$ cat src/rtl/adder_i4_o3_err_sweep_ctrl.sv
// Sweeps all 2^N_IN vectors through an external approximate adder, SETTLE+1 cycles per vector; start ignored unless IDLE.
// ERR_SWEEP_EARLY_ABORT_EN: the first sampled vector with err > ET ends the sweep with fail set.
module adder_i4_o3_err_sweep_ctrl #(
  parameter int N_IN   = 4,
  parameter int ET     = 5,
  parameter int SETTLE = 1
) (
  input  logic                   clk,
  input  logic                   rst_n,
  input  logic                   start,
  output logic                   busy,
  output logic                   done,
  output logic [N_IN-1:0]        dut_in,
  input  logic [N_IN/2:0]        dut_out,
  output logic [N_IN/2:0]        err_max,
  output logic [N_IN+N_IN/2:0]   err_sum,
  output logic [N_IN:0]          mism_cnt,
  output logic [N_IN:0]          vec_cnt,
  output logic                   fail
);

  localparam int OPW   = N_IN / 2;
  localparam int N_OUT = OPW + 1;
  localparam int SUMW  = N_IN + N_OUT;
  localparam int CNTW  = N_IN + 1;
  localparam int SW    = (SETTLE > 1) ? $clog2(SETTLE) : 1;
  localparam int unsigned ET_U = ET;

  typedef enum logic [1:0] {ST_IDLE, ST_DRIVE, ST_SAMPLE, ST_FIN} state_t;

  state_t            state, state_nxt;
  logic [SW-1:0]     hold_cnt;
  logic [N_IN-1:0]   idx;
  logic [OPW-1:0]    op_a, op_b;
  logic [N_OUT-1:0]  exact, err, max_nxt;
  logic              accept, last_vec, abort, finish;

  assign dut_in   = idx;
  assign op_a     = idx[OPW-1:0];
  assign op_b     = idx[N_IN-1:OPW];
  assign exact    = N_OUT'(op_a) + N_OUT'(op_b);
  assign err      = (dut_out >= exact) ? (dut_out - exact) : (exact - dut_out);
  assign max_nxt  = (err > err_max) ? err : err_max;
  assign last_vec = (idx == '1);

`ifdef ERR_SWEEP_EARLY_ABORT_EN
  assign abort = (32'(err) > ET_U);
`else
  assign abort = 1'b0;
`endif

  assign finish = last_vec || abort;

  always_ff @(posedge clk or negedge rst_n) begin
    if (!rst_n) state <= ST_IDLE;
    else        state <= state_nxt;
  end

  always_comb begin
    state_nxt = state;
    accept    = 1'b0;
    busy      = 1'b0;
    done      = 1'b0;
    case (state)
      ST_IDLE: begin
        if (start) begin
          accept    = 1'b1;
          state_nxt = ST_DRIVE;
        end
      end
      ST_DRIVE: begin
        busy = 1'b1;
        if (hold_cnt == SW'(SETTLE - 1)) state_nxt = ST_SAMPLE;
      end
      ST_SAMPLE: begin
        busy      = 1'b1;
        state_nxt = finish ? ST_FIN : ST_DRIVE;
      end
      ST_FIN: begin
        done      = 1'b1;
        state_nxt = ST_IDLE;
      end
      default: state_nxt = ST_IDLE;
    endcase
  end

  // Stats and fail persist through FIN/IDLE until the next accepted start clears them.
  always_ff @(posedge clk or negedge rst_n) begin
    if (!rst_n) begin
      idx      <= '0;
      hold_cnt <= '0;
      err_max  <= '0;
      err_sum  <= '0;
      mism_cnt <= '0;
      vec_cnt  <= '0;
      fail     <= 1'b0;
    end else if (accept) begin
      idx      <= '0;
      hold_cnt <= '0;
      err_max  <= '0;
      err_sum  <= '0;
      mism_cnt <= '0;
      vec_cnt  <= '0;
      fail     <= 1'b0;
    end else begin
      case (state)
        ST_DRIVE: hold_cnt <= hold_cnt + 1'b1;
        ST_SAMPLE: begin
          hold_cnt <= '0;
          err_max  <= max_nxt;
          err_sum  <= err_sum + SUMW'(err);
          mism_cnt <= mism_cnt + CNTW'(err != '0);
          vec_cnt  <= vec_cnt + 1'b1;
          if (finish) fail <= (32'(max_nxt) > ET_U);
          else        idx  <= idx + 1'b1;
        end
        default: ;
      endcase
    end
  end

endmodule

$ cat config.mk
export PLATFORM = sky130hd
export DESIGN_NAME = adder_i4_o3_err_sweep_ctrl
export DESIGN_NICKNAME = d
export VERILOG_FILES = /design/src/rtl/adder_i4_o3_err_sweep_ctrl.sv
export SDC_FILE = /design/constraint.sdc
export NUM_CORES = 1
export LEC_CHECK = 0
export CAP_MARGIN = 40
export CORE_UTILIZATION = 54
export CTS_BUF_LIST = sky130_fd_sc_hd__clkbuf_4 sky130_fd_sc_hd__clkbuf_8
export DETAILED_ROUTE_END_ITERATION = 8
export PLACE_DENSITY = 0.89
export SLEW_MARGIN = 20
export SYNTH_ARGS = -nofsm -noshare
export SYNTH_HDL_FRONTEND = slang
export SYNTH_SLANG_ARGS = --single-unit
$ cat constraint.sdc
create_clock -name clk -period 4.3 [get_ports clk]
set_input_delay 0.645 -clock clk [delete_from_list [all_inputs] [get_ports clk]]
set_output_delay 0.645 -clock clk [all_outputs]
set_load 0.05 [all_outputs]
* Word-level counts from Yosys, hierarchy flattened
Cells that the tools add are included.
Widths: inputs -> output; s select.
** Storage, ports and cells
- Register bits :: 28
- Output and inout bits :: 27
- Logic and storage cells :: 61
- Input bits :: 6
** Cells by class
- Add/subtract/negate cells :: 8
- Order comparisons :: 3
- Equality and inequality tests :: 7
- Reductions and logical operators :: 9
- Mux-type cells :: 26
** Operators with widths (number)
- $mux 5 :: 4
- $mux 7 :: 2
- $mux 3 :: 4
- $mux 4 :: 3
- $mux 1 :: 8
- $pmux 2 s4 :: 1
- $add 7x3->7 :: 1
- $mux 2 :: 3
- $ne 2x2->1 const B :: 3
- $reduce_and 2->1 :: 3
- $reduce_bool 3->1 :: 2
- $sub 3x3->3 :: 2
- $add 5x1->5 :: 1
- $add 5x1->5 const B :: 1
- $add 4x1->4 const B :: 1
- $eq 2x2->1 const B :: 2
- $eq 4x4->1 const B :: 1
- $reduce_bool 2->1 :: 2
- $add 2x2->3 :: 1
- $ge 3x3->1 :: 1
- $gt 3x3->1 :: 1
- $gt 3x3->1 const B :: 1
- $eq 2x1->1 const B :: 1
- $logic_not 2->1 :: 1
- 3 further kinds :: 3

* Depth between registers and ports, before layout
Gate-level depths: netlist of run 1.
- Word-level depth :: 9
- Gate-level depth with buffers :: 13
- Depth with buffers taken out :: 13

* Worst setup path after synthesis of run 1
No wires, ideal clock.
- Path kind :: register -> register
- Start point :: reg idx[0], in the netlist dut_in[0]
- End point :: reg err_max[1]
- Setup time :: 0.132 ns
- Required time :: 4.168 ns
- Cell stages (with the launch flop) :: 13
- Path slack :: 0.467 ns
- Period minus slack after synthesis :: 3.833 ns
- Path buffers :: 0
- Arrival :: 3.701 ns
- Path through :: dfrtp_1 > ha_1 > fa_1 > inv_1 > fa_1 > or4b_1 > a21oi_1 > a311oi_2 > ha_1 > and3_1 > a211oi_1 > mux2i_1 > nor2_1
** On the way
- Longest elaborated chain between the ends :: 7
- Elaborated cells on any way between the ends :: 9
- Those cells by class :: add/sub: 3; order compare: 2; mux: 4
** RTL lines
- from (decl) :: RTL line 33 : logic [N_IN-1:0] idx;
- from (signal assigned) :: RTL line 115 : else idx <= idx + 1'b1;
- $add 2x2->3 * :: RTL line 41 : assign exact = N_OUT'(op_a) + N_OUT'(op_b);
- $sub 3x3->3 or $ge 3x3->1 (tied branches) :: RTL line 42 : assign err = (dut_out >= exact) ? (dut_out - exact) : (exact - dut_out);
- $mux 3 * :: RTL line 42
- $gt 3x3->1 :: RTL line 43 : assign max_nxt = (err > err_max) ? err : err_max;
- $mux 3 * :: RTL line 43
- $mux 3 * :: RTL line 106 : case (state)
- $mux 3 * :: RTL line 97 : end else if (accept) begin
- to (signal assigned) :: RTL line 110 : err_max <= max_nxt;
- to (decl) :: RTL line 15 : output logic [N_IN/2:0] err_max,
Every way passes the cells marked *; elsewhere a longest branch is shown, timed or not. The select of a mux whose other input is x is not followed.
A chain may end at the register's enable or synchronous reset.

* Worst setup path in the final report of run 1
Same ends and word-level chain as after synthesis.

==> qor.yml, run 1 <==
avgViaCountPerCell: 5.573
coreArea_um2: 3103
fin_util: 0.7141
synthAdderAreaFrac: 0.1923
crit_chain: "ha_1, fa_1, inv_1, fa_1, or4b_1, a21oi_1, a311oi_2, ha_1, and3_1, a211oi_1, mux2i_1, nor2_1"
crit_slowest_cell: "fa_1"
grt_usage: 0.2415
post_route_cells_drive_above_1_share: 0.05213
synth_top_flop_cell: "dfrtp_1"
hpwlAfterDp_um: 2873
synth-edff-count: 0
async_flop_share: 1.000
totalPowerFinal_mw: 1.820
fin_hold_ws_ns: 0.5682
synth_most_common_cell: "dfrtp_1"
diodes: 0
cp-end-kind: "flop"
cts-root-buf: "clkbuf_4"
die-area_um2: 3535
ys_types: 32
nets: 243
cts_resized: 0
status: "finished clean"
post-route-min-period_ns: 3.876
cp_top_family: "adder cells"
critical_path.max_fanout: 5
relSlewSlack: 0.5643
synth.area.mux_share: 0.05053
placed_area_um2: 2165
grt_max_degree: 26
p_leak_nw: 1.031
dr_total_vias: 1421
syn_to_final_growth_pct: 24.28
finalHoldViolations: 0
peakVddDrop_mv: 0.4516
dp_slack_ns: 0.4285
synth_top_area_cell: "dfrtp_1"
maxCapViolCount: 0
drv_slew: 0
clock_latency_ns: 0.33
critPathArrivalTime_ns: 4.11
cts_tree: "yes"
cts_setup_buffers: 0
synth_xor_area_frac: 0.07368
cpPeakStageDelay_ns: 0.57
syn-mean-instance-area_um2: 10.07
min_path_type: "flop to flop"
setup_viol: 0
drtIter0Drc: 37
ys_ff_latch: 28
dp_cells: 250
finalWirelength_um: 3710
cts-htree-levels: 1
yosys_warnings: 0
synth-compound-area-share: 0.09263
synth_area_um2: 1783
synth_nets: 208
required_ns: 4.54
gr-total-overflow: 0
clk_pin_slew_ns: 0.15
tightestPinTransition_ns: 0.6515
finalSetupTns_ns: 0
io_buffers: 32
finalNonFillerCells: 255
fin_crit_sh: 0.9015
core.rowCount: 20
drt_pass1_iterations: 4
drc: 0
skew_ns: 0.002427
place_congestion: 0.9295
yosys-top-cells-count: "dfrtp_1, nor2_1, ha_1"
synth_top_family_by_area: "adder cells"
worst_slack_ns: 0.4235
clockBufferDepth: 2
fin_area_um2: 2216
hold_buffers: 0
final_antenna_net_count: 0
synth_top_area_share: 0.3930
synthSimpleGateAreaFrac: 0.1551
rsz0062_at_grt: "false"
critical_path_class: "flop to flop"
synth_area_leaders: "dfrtp_1, ha_1, xor2_1, mux2i_1, nor2_1"
max_freq_mhz: 258.0
synth_cells: 177
dieHeight_um: 59.46
cts_buffers: 3
io_pins: 33
start_util: 0.5746
antenna_found_initial: 0
synth_seq_area_share: 0.3930
start_kind: "flop"
wire_per_inst_um: 14.55
clock_sinks: 28
crit_buf_inv: 1
fp.dieW_um: 59.46
grt_pass1_wl_um: 6285
grt_pass1_vias: 1449
p_per_area_nw_per_um2: 821.3
## path summary, 6_finish.rpt
| path | startpoint | endpoint | slack, ns | cells past startpoint |
|---|---|---|---|---|
| hold reg to reg | err_sum[6] | err_sum[6] | 0.57 | 2 |
| hold / removal | err_sum[6] | err_sum[6] | 0.57 | 2 |
| setup reg to reg | dut_in[0] | err_max[1] | 0.42 | 12 |
| setup / recovery | dut_in[0] | err_max[1] | 0.42 | 12 |
| min in group asynchronous | rst_n | vec_cnt[1] | 0.70 | 1 |
| max in group asynchronous | rst_n | state[1] | 2.97 | 2 |
## per-layer routing
| layer | vias up | wire [um] | track usage |
|---|---|---|---|
| li1 | 673 | - | - |
| met1 | 708 | 1553 | 0.2788 |
| met2 | 32 | 1944 | 0.4286 |
| met3 | 8 | 136 | 0.03930 |
| met4 | 0 | 76 | 0.1224 |
| met5 | - | 0 | 0 |
## sequential cells by signal, indices dropped and copies added, names as in the netlist
name / cells
err_sum: 7
mism_cnt: 5
vec_cnt: 5
dut_in: 4
err_max: 3
state: 2
fail: 1
hold_cnt: 1
## placed cells by master, fill, tap and decap left out
cell	Yosys	final
clkdlybuf4s50_1	0	32
dfrtp_1	28	28
nor2_1	23	23
ha_1	21	21
inv_1	14	14
xor2_1	11	11
mux2i_1	9	9
nand2_1	8	8
nand3_1	7	7
a21oi_1	6	6
nand4_1	6	6
o21ai_0	6	6
xnor2_1	4	4
fa_1	4	4
a21o_1	3	3
clkbuf_4	0	3
a31oi_1	2	2
a311oi_2	2	2
or3_1	2	2
and2_1	2	2
a211oi_1	2	2
buf_8	0	2
buf_4	0	2
nand2b_4	1	1
a211o_1	1	1
or4b_1	1	1
a22oi_1	1	1
nor2b_1	1	1
and3_1	1	1
nand3b_1	1	1
nor3b_1	1	1
nand2b_1	1	1
o311ai_0	1	1
nor3_1	1	1
clkbuf_8	0	1
## area by class of cell
class | instances | area (um^2)
Timing Repair Buffer | 36 | 365.4
Clock buffer | 4 | 36.28
Fill cell | 263 | 887.1
Inverter | 14 | 52.55
Tap cell | 44 | 55.05
Sequential cell | 28 | 700.7
Multi-Input combinational cell | 129 | 1006
## cell families (layout without fill, tap and decap cells)
logic type / count (synthesis) / count (layout)
AO/OA/AOI/OAI: 24 / 24
multiplexers: 9 / 9
adder cells (fa/ha/maj): 25 / 25
buffers and inverters: 20 / 54
XOR/XNOR: 15 / 15
AND/OR/NAND/NOR: 56 / 56
flip-flops: 28 / 28
## tightest hold or removal path, cell delays in order, from the launching register on
cell and delay, ns:
dfrtp_1 0.40, xor2_1 0.07, nor2_1 0.07
## report_power, final
part           internal, mW  switching, mW
Combinational         0.484          0.764
Clock                0.0518         0.0760
Sequential            0.348         0.0957
Total                 0.884          0.936
(Power assumes the default switching activity.)
==> run 2, diff against run 1 <==
CORE_UTILIZATION = 58   (was 54)
PLACE_DENSITY = 0.94   (was 0.89)
clock period = 4.9 ns   (was 4.3 ns; I/O delays follow)
==> qor.yml, run 2 (synthesis results as in run 1) <==
final_cell_mix: "clkdlybuf4s50_1, dfrtp_1, nor2_1, ha_1, inv_1"
diodes: 0  # unchanged
maxCapViolCount: 0  # unchanged
critical_path.max_fanout: 6  # +1
final_antenna_net_count: 0  # unchanged
p_leak_nw: 1.026  # -0.47%
dr_total_vias: 1422  # +0.070%
p_per_area_nw_per_um2: 727.8  # -11%
cp_top_family: "adder cells"
start_kind: "flop"
finalSetupTns_ns: 0  # unchanged
hpwlAfterDp_um: 2864  # -0.32%
required_ns: 5.13  # +0.59 ns
finalWirelength_um: 3741  # +0.84%
largest_reg_flops: 7  # unchanged
fin_crit_sh: 0.8259  # -0.07562
clockBufferDepth: 2  # unchanged
core.rowCount: 19  # -5.0%
drv_slew: 0  # unchanged
clock_latency_ns: 0.34  # about the same
antenna_found_initial: 0  # unchanged
grt_usage: 0.2450  # +0.003551
max_freq_mhz: 247.1  # -4.2%
min_path_type: "flop to flop"
io_pins: 33  # unchanged
gr-total-overflow: 0  # unchanged
tightestPinTransition_ns: 0.6030  # -0.04853 ns
status: "finished with violations"
setup_viol: 0  # unchanged
cts-root-buf: "clkbuf_4"
avgViaCountPerCell: 5.900  # +5.9%
skew_ns: 0.004109  # +0.001682 ns
cts_resized: 0  # unchanged
wire_per_inst_um: 15.52  # +6.7%
start_util: 0.6303  # +0.05566
die-area_um2: 3300  # -6.7%
hold_buffers: 0  # unchanged
fp.dieW_um: 57.45  # -3.4%
cp-end-kind: "flop"
cpPeakStageDelay_ns: 0.57  # about the same
dieHeight_um: 57.45  # -3.4%
clk_pin_slew_ns: 0.15  # about the same
mostFrequentLayoutCell: "clkdlybuf4s50_1"
crit_buf_inv: 1  # unchanged
grt_max_degree: 29  # +12%
rsz0062_at_grt: "false"
post_route_cells_drive_above_1_share: 0.04762  # -0.004514
finalNonFillerCells: 241  # -5.5%
relSlewSlack: 0.5865  # +0.02222
post-route-min-period_ns: 4.047  # +0.1704 ns
cts_tree: "yes"
totalPowerFinal_mw: 1.595  # -12%
io_buffers: 32  # unchanged
top_regs: "err_sum: 7 flops, mism_cnt: 5 flops, vec_cnt: 5 flops"
critPathArrivalTime_ns: 4.27  # +0.16 ns
clock_sinks: 28  # unchanged
place_congestion: 0.8648  # -7.0%
grt_pass1_wl_um: 6175  # -1.8%
finalHoldViolations: 0  # unchanged
r2r_setup_slack_ns: 0.85  # +0.43 ns
cts_buffers: 3  # unchanged
cts-htree-levels: 1  # unchanged
coreArea_um2: 2829  # -8.8%
drc: 1  # +1
peakVddDrop_mv: 0.4586  # +1.5%
crit_top_cell: "ha_1"
dp_cells: 236  # -5.6%
crit_slowest_cell: "fa_1"
drt_pass1_iterations: 6  # +2
nets: 242  # -0.41%
syn_to_final_growth_pct: 22.95
cts_setup_buffers: 0  # unchanged
violations: "design-rule violations"
grt_pass1_vias: 1464  # +1.0%
largest-register: "err_sum"
critical_path_class: "flop to flop"
crit_chain: "ha_1, fa_1, inv_1, ha_1, a21o_1, a31oi_1, mux2i_1, ha_1, nor2b_1, o21ai_0, nand2_1, o311ai_0, a311oi_2"
num-fill-cells: 196  # -25%
drtIter0Drc: 31  # -16%
## run 2: worst reg2reg max path, delay by kind of cell, from the launching register on
| kind | cells | cell delay, ns |
|---|---|---|
| flip-flops | 1 | 0.47 |
| buffers and inverters | 1 | 0.10 |
| multiplexers | 1 | 0.58 |
| AND/OR/NAND/NOR | 2 | 0.28 |
| adder cells (fa/ha/maj) | 4 | 1.39 |
| AO/OA/AOI/OAI | 5 | 1.12 |
## run 2: report_power, final
| part | total [mW] | internal, mW | switching, mW |
|---|---|---|---|
| Combinational | 1.09 | 0.413 | 0.677 |
| Sequential | 0.389 | 0.306 | 0.0837 |
| Clock | 0.116 | 0.0456 | 0.0701 |
| Total | 1.60 | 0.764 | 0.831 |
## run 2: final cells by class
class                      instances  area (um^2)  area share
tap                               31        38.79     0.01769
timing repair buffer              35        357.8      0.1632
multi-input combinational        129         1006      0.4589
inverter                          14        52.55     0.02397
clock buffer                       4        36.28     0.01655
sequential                        28        700.7      0.3196
## run 2: per-stage QoR
step	area, um^2	hold WS (ns)	setup slack (ns)	util
global placement	2126	0.5225	1.050	0.7514
detailed placement	2141	0.5314	0.7914	0.7567
CTS	2177	0.5763	0.8100	0.7696
global route	2192	0.5990	0.5755	0.7749
floorplan	1783	0.4394	1.067	-
finish	2192	0.5654	0.8532	0.7749
## run 2: worst paths after layout
check                           startpoint  cells past startpoint          to
worst max-delay path             dut_in[0]                     13        fail
worst min-delay path            err_sum[6]                      2  err_sum[6]
worst max register to register   dut_in[0]                     13        fail
worst min register to register  err_sum[6]                      2  err_sum[6]
max in group asynchronous            rst_n                      2    state[1]
min in group asynchronous            rst_n                      2  err_sum[6]
## run 2: metal layers
| layer | wire length, um | track usage |
|---|---|---|
| met1 | 1515 | 0.2889 |
| met2 | 1945 | 0.4269 |
| met3 | 165 | 0.03855 |
| met4 | 115 | 0.1324 |
| met5 | 0 | 0 |
==> run 3, diff against run 2 <==
CORE_UTILIZATION = 49   (was 58)
PLACE_DENSITY = 0.86   (was 0.94)
clock period = 3.4 ns   (was 4.9 ns; I/O delays follow)
==> qor.yml, run 3 (synthesis results as in run 1) <==
status: "finished with violations"
fin_area_um2: 2417  # +10%
worst_slack_ns: -0.04542  # -0.8986 ns
cts_buffers: 3  # unchanged
post-route-min-period_ns: 3.445  # -0.6014 ns
setup_viol: 5  # +5
crit_buf_inv: 1  # unchanged
post_route_cells_drive_above_1_share: 0.1757  # +0.1281
clockBufferDepth: 2  # unchanged
io_pins: 33  # unchanged
cts-root-buf: "clkbuf_4"
critical_path.max_fanout: 4  # -2
syn_to_final_growth_pct: 35.58
place_congestion: 0.7712  # -11%
drt_pass1_iterations: 4  # -2
clk_pin_slew_ns: 0.16  # about the same
start_kind: "flop"
hpwlAfterDp_um: 2677  # -6.5%
violations: "negative setup slack"
fp.dieW_um: 62.32  # +8.5%
tightestPinTransition_ns: 0.5094  # -0.09362 ns
grt_pass1_vias: 1481  # +1.2%
start_util: 0.5220  # -0.1083
diodes: 0  # unchanged
cts_tree: "yes"
finalWirelength_um: 3846  # +2.8%
hold_buffers: 0  # unchanged
clock_sinks: 28  # unchanged
largest_reg_flops: 7  # unchanged
drv_slew: 0  # unchanged
largest-register: "err_sum"
fin_crit_sh: 1.013  # +0.1875
critPathArrivalTime_ns: 3.68  # -0.59 ns
dieHeight_um: 62.32  # +8.5%
clock_latency_ns: 0.33  # about the same
finalHoldViolations: 0  # unchanged
crit_slowest_cell: "fa_1"
placed_area_um2: 2291  # +7.0%
coreArea_um2: 3416  # +21%
dp_slack_ns: 0.04345  # -0.7480 ns
mostFrequentLayoutCell: "clkdlybuf4s50_1"
drc: 0  # -1
min_path_type: "input port to async pin"
die-area_um2: 3884  # +18%
skew_ns: 0.009203  # +0.005094 ns
critical_path_class: "flop to flop"
grt_pass1_wl_um: 6589  # +6.7%
drtIter0Drc: 79  # +150%
antenna_found_initial: 0  # unchanged
finalNonFillerCells: 268  # +11%
relSlewSlack: 0.6594  # +0.07285
maxCapViolCount: 0  # unchanged
rsz0062_at_grt: "true"
top_regs: "err_sum: 7 flops, mism_cnt: 5 flops, vec_cnt: 5 flops"
dr_total_vias: 1428  # +0.42%
avgViaCountPerCell: 5.328  # -9.7%
final_antenna_net_count: 0  # unchanged
core.rowCount: 21  # +2
finalSetupTns_ns: -0.1233  # -0.1233 ns
nets: 254  # +5.0%
dp_cells: 261  # +11%
cp_top_family: "adder cells"
final_cell_mix: "clkdlybuf4s50_1, dfrtp_1, nor2_1, ha_1, buf_4"
grt_usage: 0.2112  # -0.03383
wire_per_inst_um: 14.35  # -7.6%
io_buffers: 32  # unchanged
r2r_setup_slack_ns: -0.05  # -0.90 ns
crit_chain: "ha_4, fa_1, inv_2, fa_2, or4b_4, a21oi_4, a311oi_4, or3_1, ha_4, ha_4, nand4_1, xor2_1, nor2_1"
grt_max_degree: 29  # unchanged
max_freq_mhz: 290.2  # +17%
required_ns: 3.64  # -1.49 ns
cpPeakStageDelay_ns: 0.55  # -0.02 ns
cp-end-kind: "flop"
crit_top_cell: "ha_4"
cts-htree-levels: 1  # unchanged
gr-total-overflow: 0  # unchanged
run 3: path summary, 6_finish.rpt:
path / from / to / cells after the start
max: dut_in[2] / mism_cnt[4] / 13
max reg2reg: dut_in[2] / mism_cnt[4] / 13
min in group clk: err_sum[6] / err_sum[6] / 2
min reg2reg: err_sum[6] / err_sum[6] / 2
min: rst_n / dut_in[1] / 2
max in group asynchronous: rst_n / dut_in[2] / 2
run 3: worst reg2reg max path: cells and delay by family (launching register included):
kind / cells / cell delay, ns
adders and majority gates: 5 / 1.38
and+or+nand+nor: 4 / 1.06
DFF: 1 / 0.46
AOI/OAI and AO/OA: 2 / 0.23
xor gates and xnor gates: 1 / 0.16
buffers and inverters: 1 / 0.06
run 3: what timing repair did:
| action | 4_1_cts | 5_1_grt |
|---|---|---|
| buffers inserted | 2 | 1 |
| pin swaps | 1 | 7 |
| setup endpoints to repair | 4 | 8 |
| resized for setup | 4 | 3 |
run 3: cell type report:
cell class / count / area, um^2
inverters: 14 / 52.55
clock buffers: 3 / 22.52
multi-input cells: 129 / 1111
clock inverters: 1 / 30.03
well taps: 46 / 57.56
flip-flops and latches: 28 / 703.2
fillers: 269 / 998.5
repair buffers: 47 / 440.4
run 3: through the flow:
stage / hold slack, ns / utilization
6_report: 0.5379 / 0.7077
5_1_grt: 0.5728 / 0.7077
4_1_cts: 0.5413 / 0.7000
3_5_place_dp: 0.5375 / 0.6707
3_3_place_gp: 0.5237 / 0.6663
2_1_floorplan: 0.2144 / -
run 3: per-layer routing:
layer,share of wire,GRT usage,wire [um]
met1,0.44,0.2708,1703
met2,0.52,0.3750,1988
met3,0.031,0.02022,120
met4,0.0088,0.06686,34
met5,0,0,0
Power of run 3 is not shown: default switching activity piles up to over one toggle a cycle in this logic, so the estimate is an artifact.
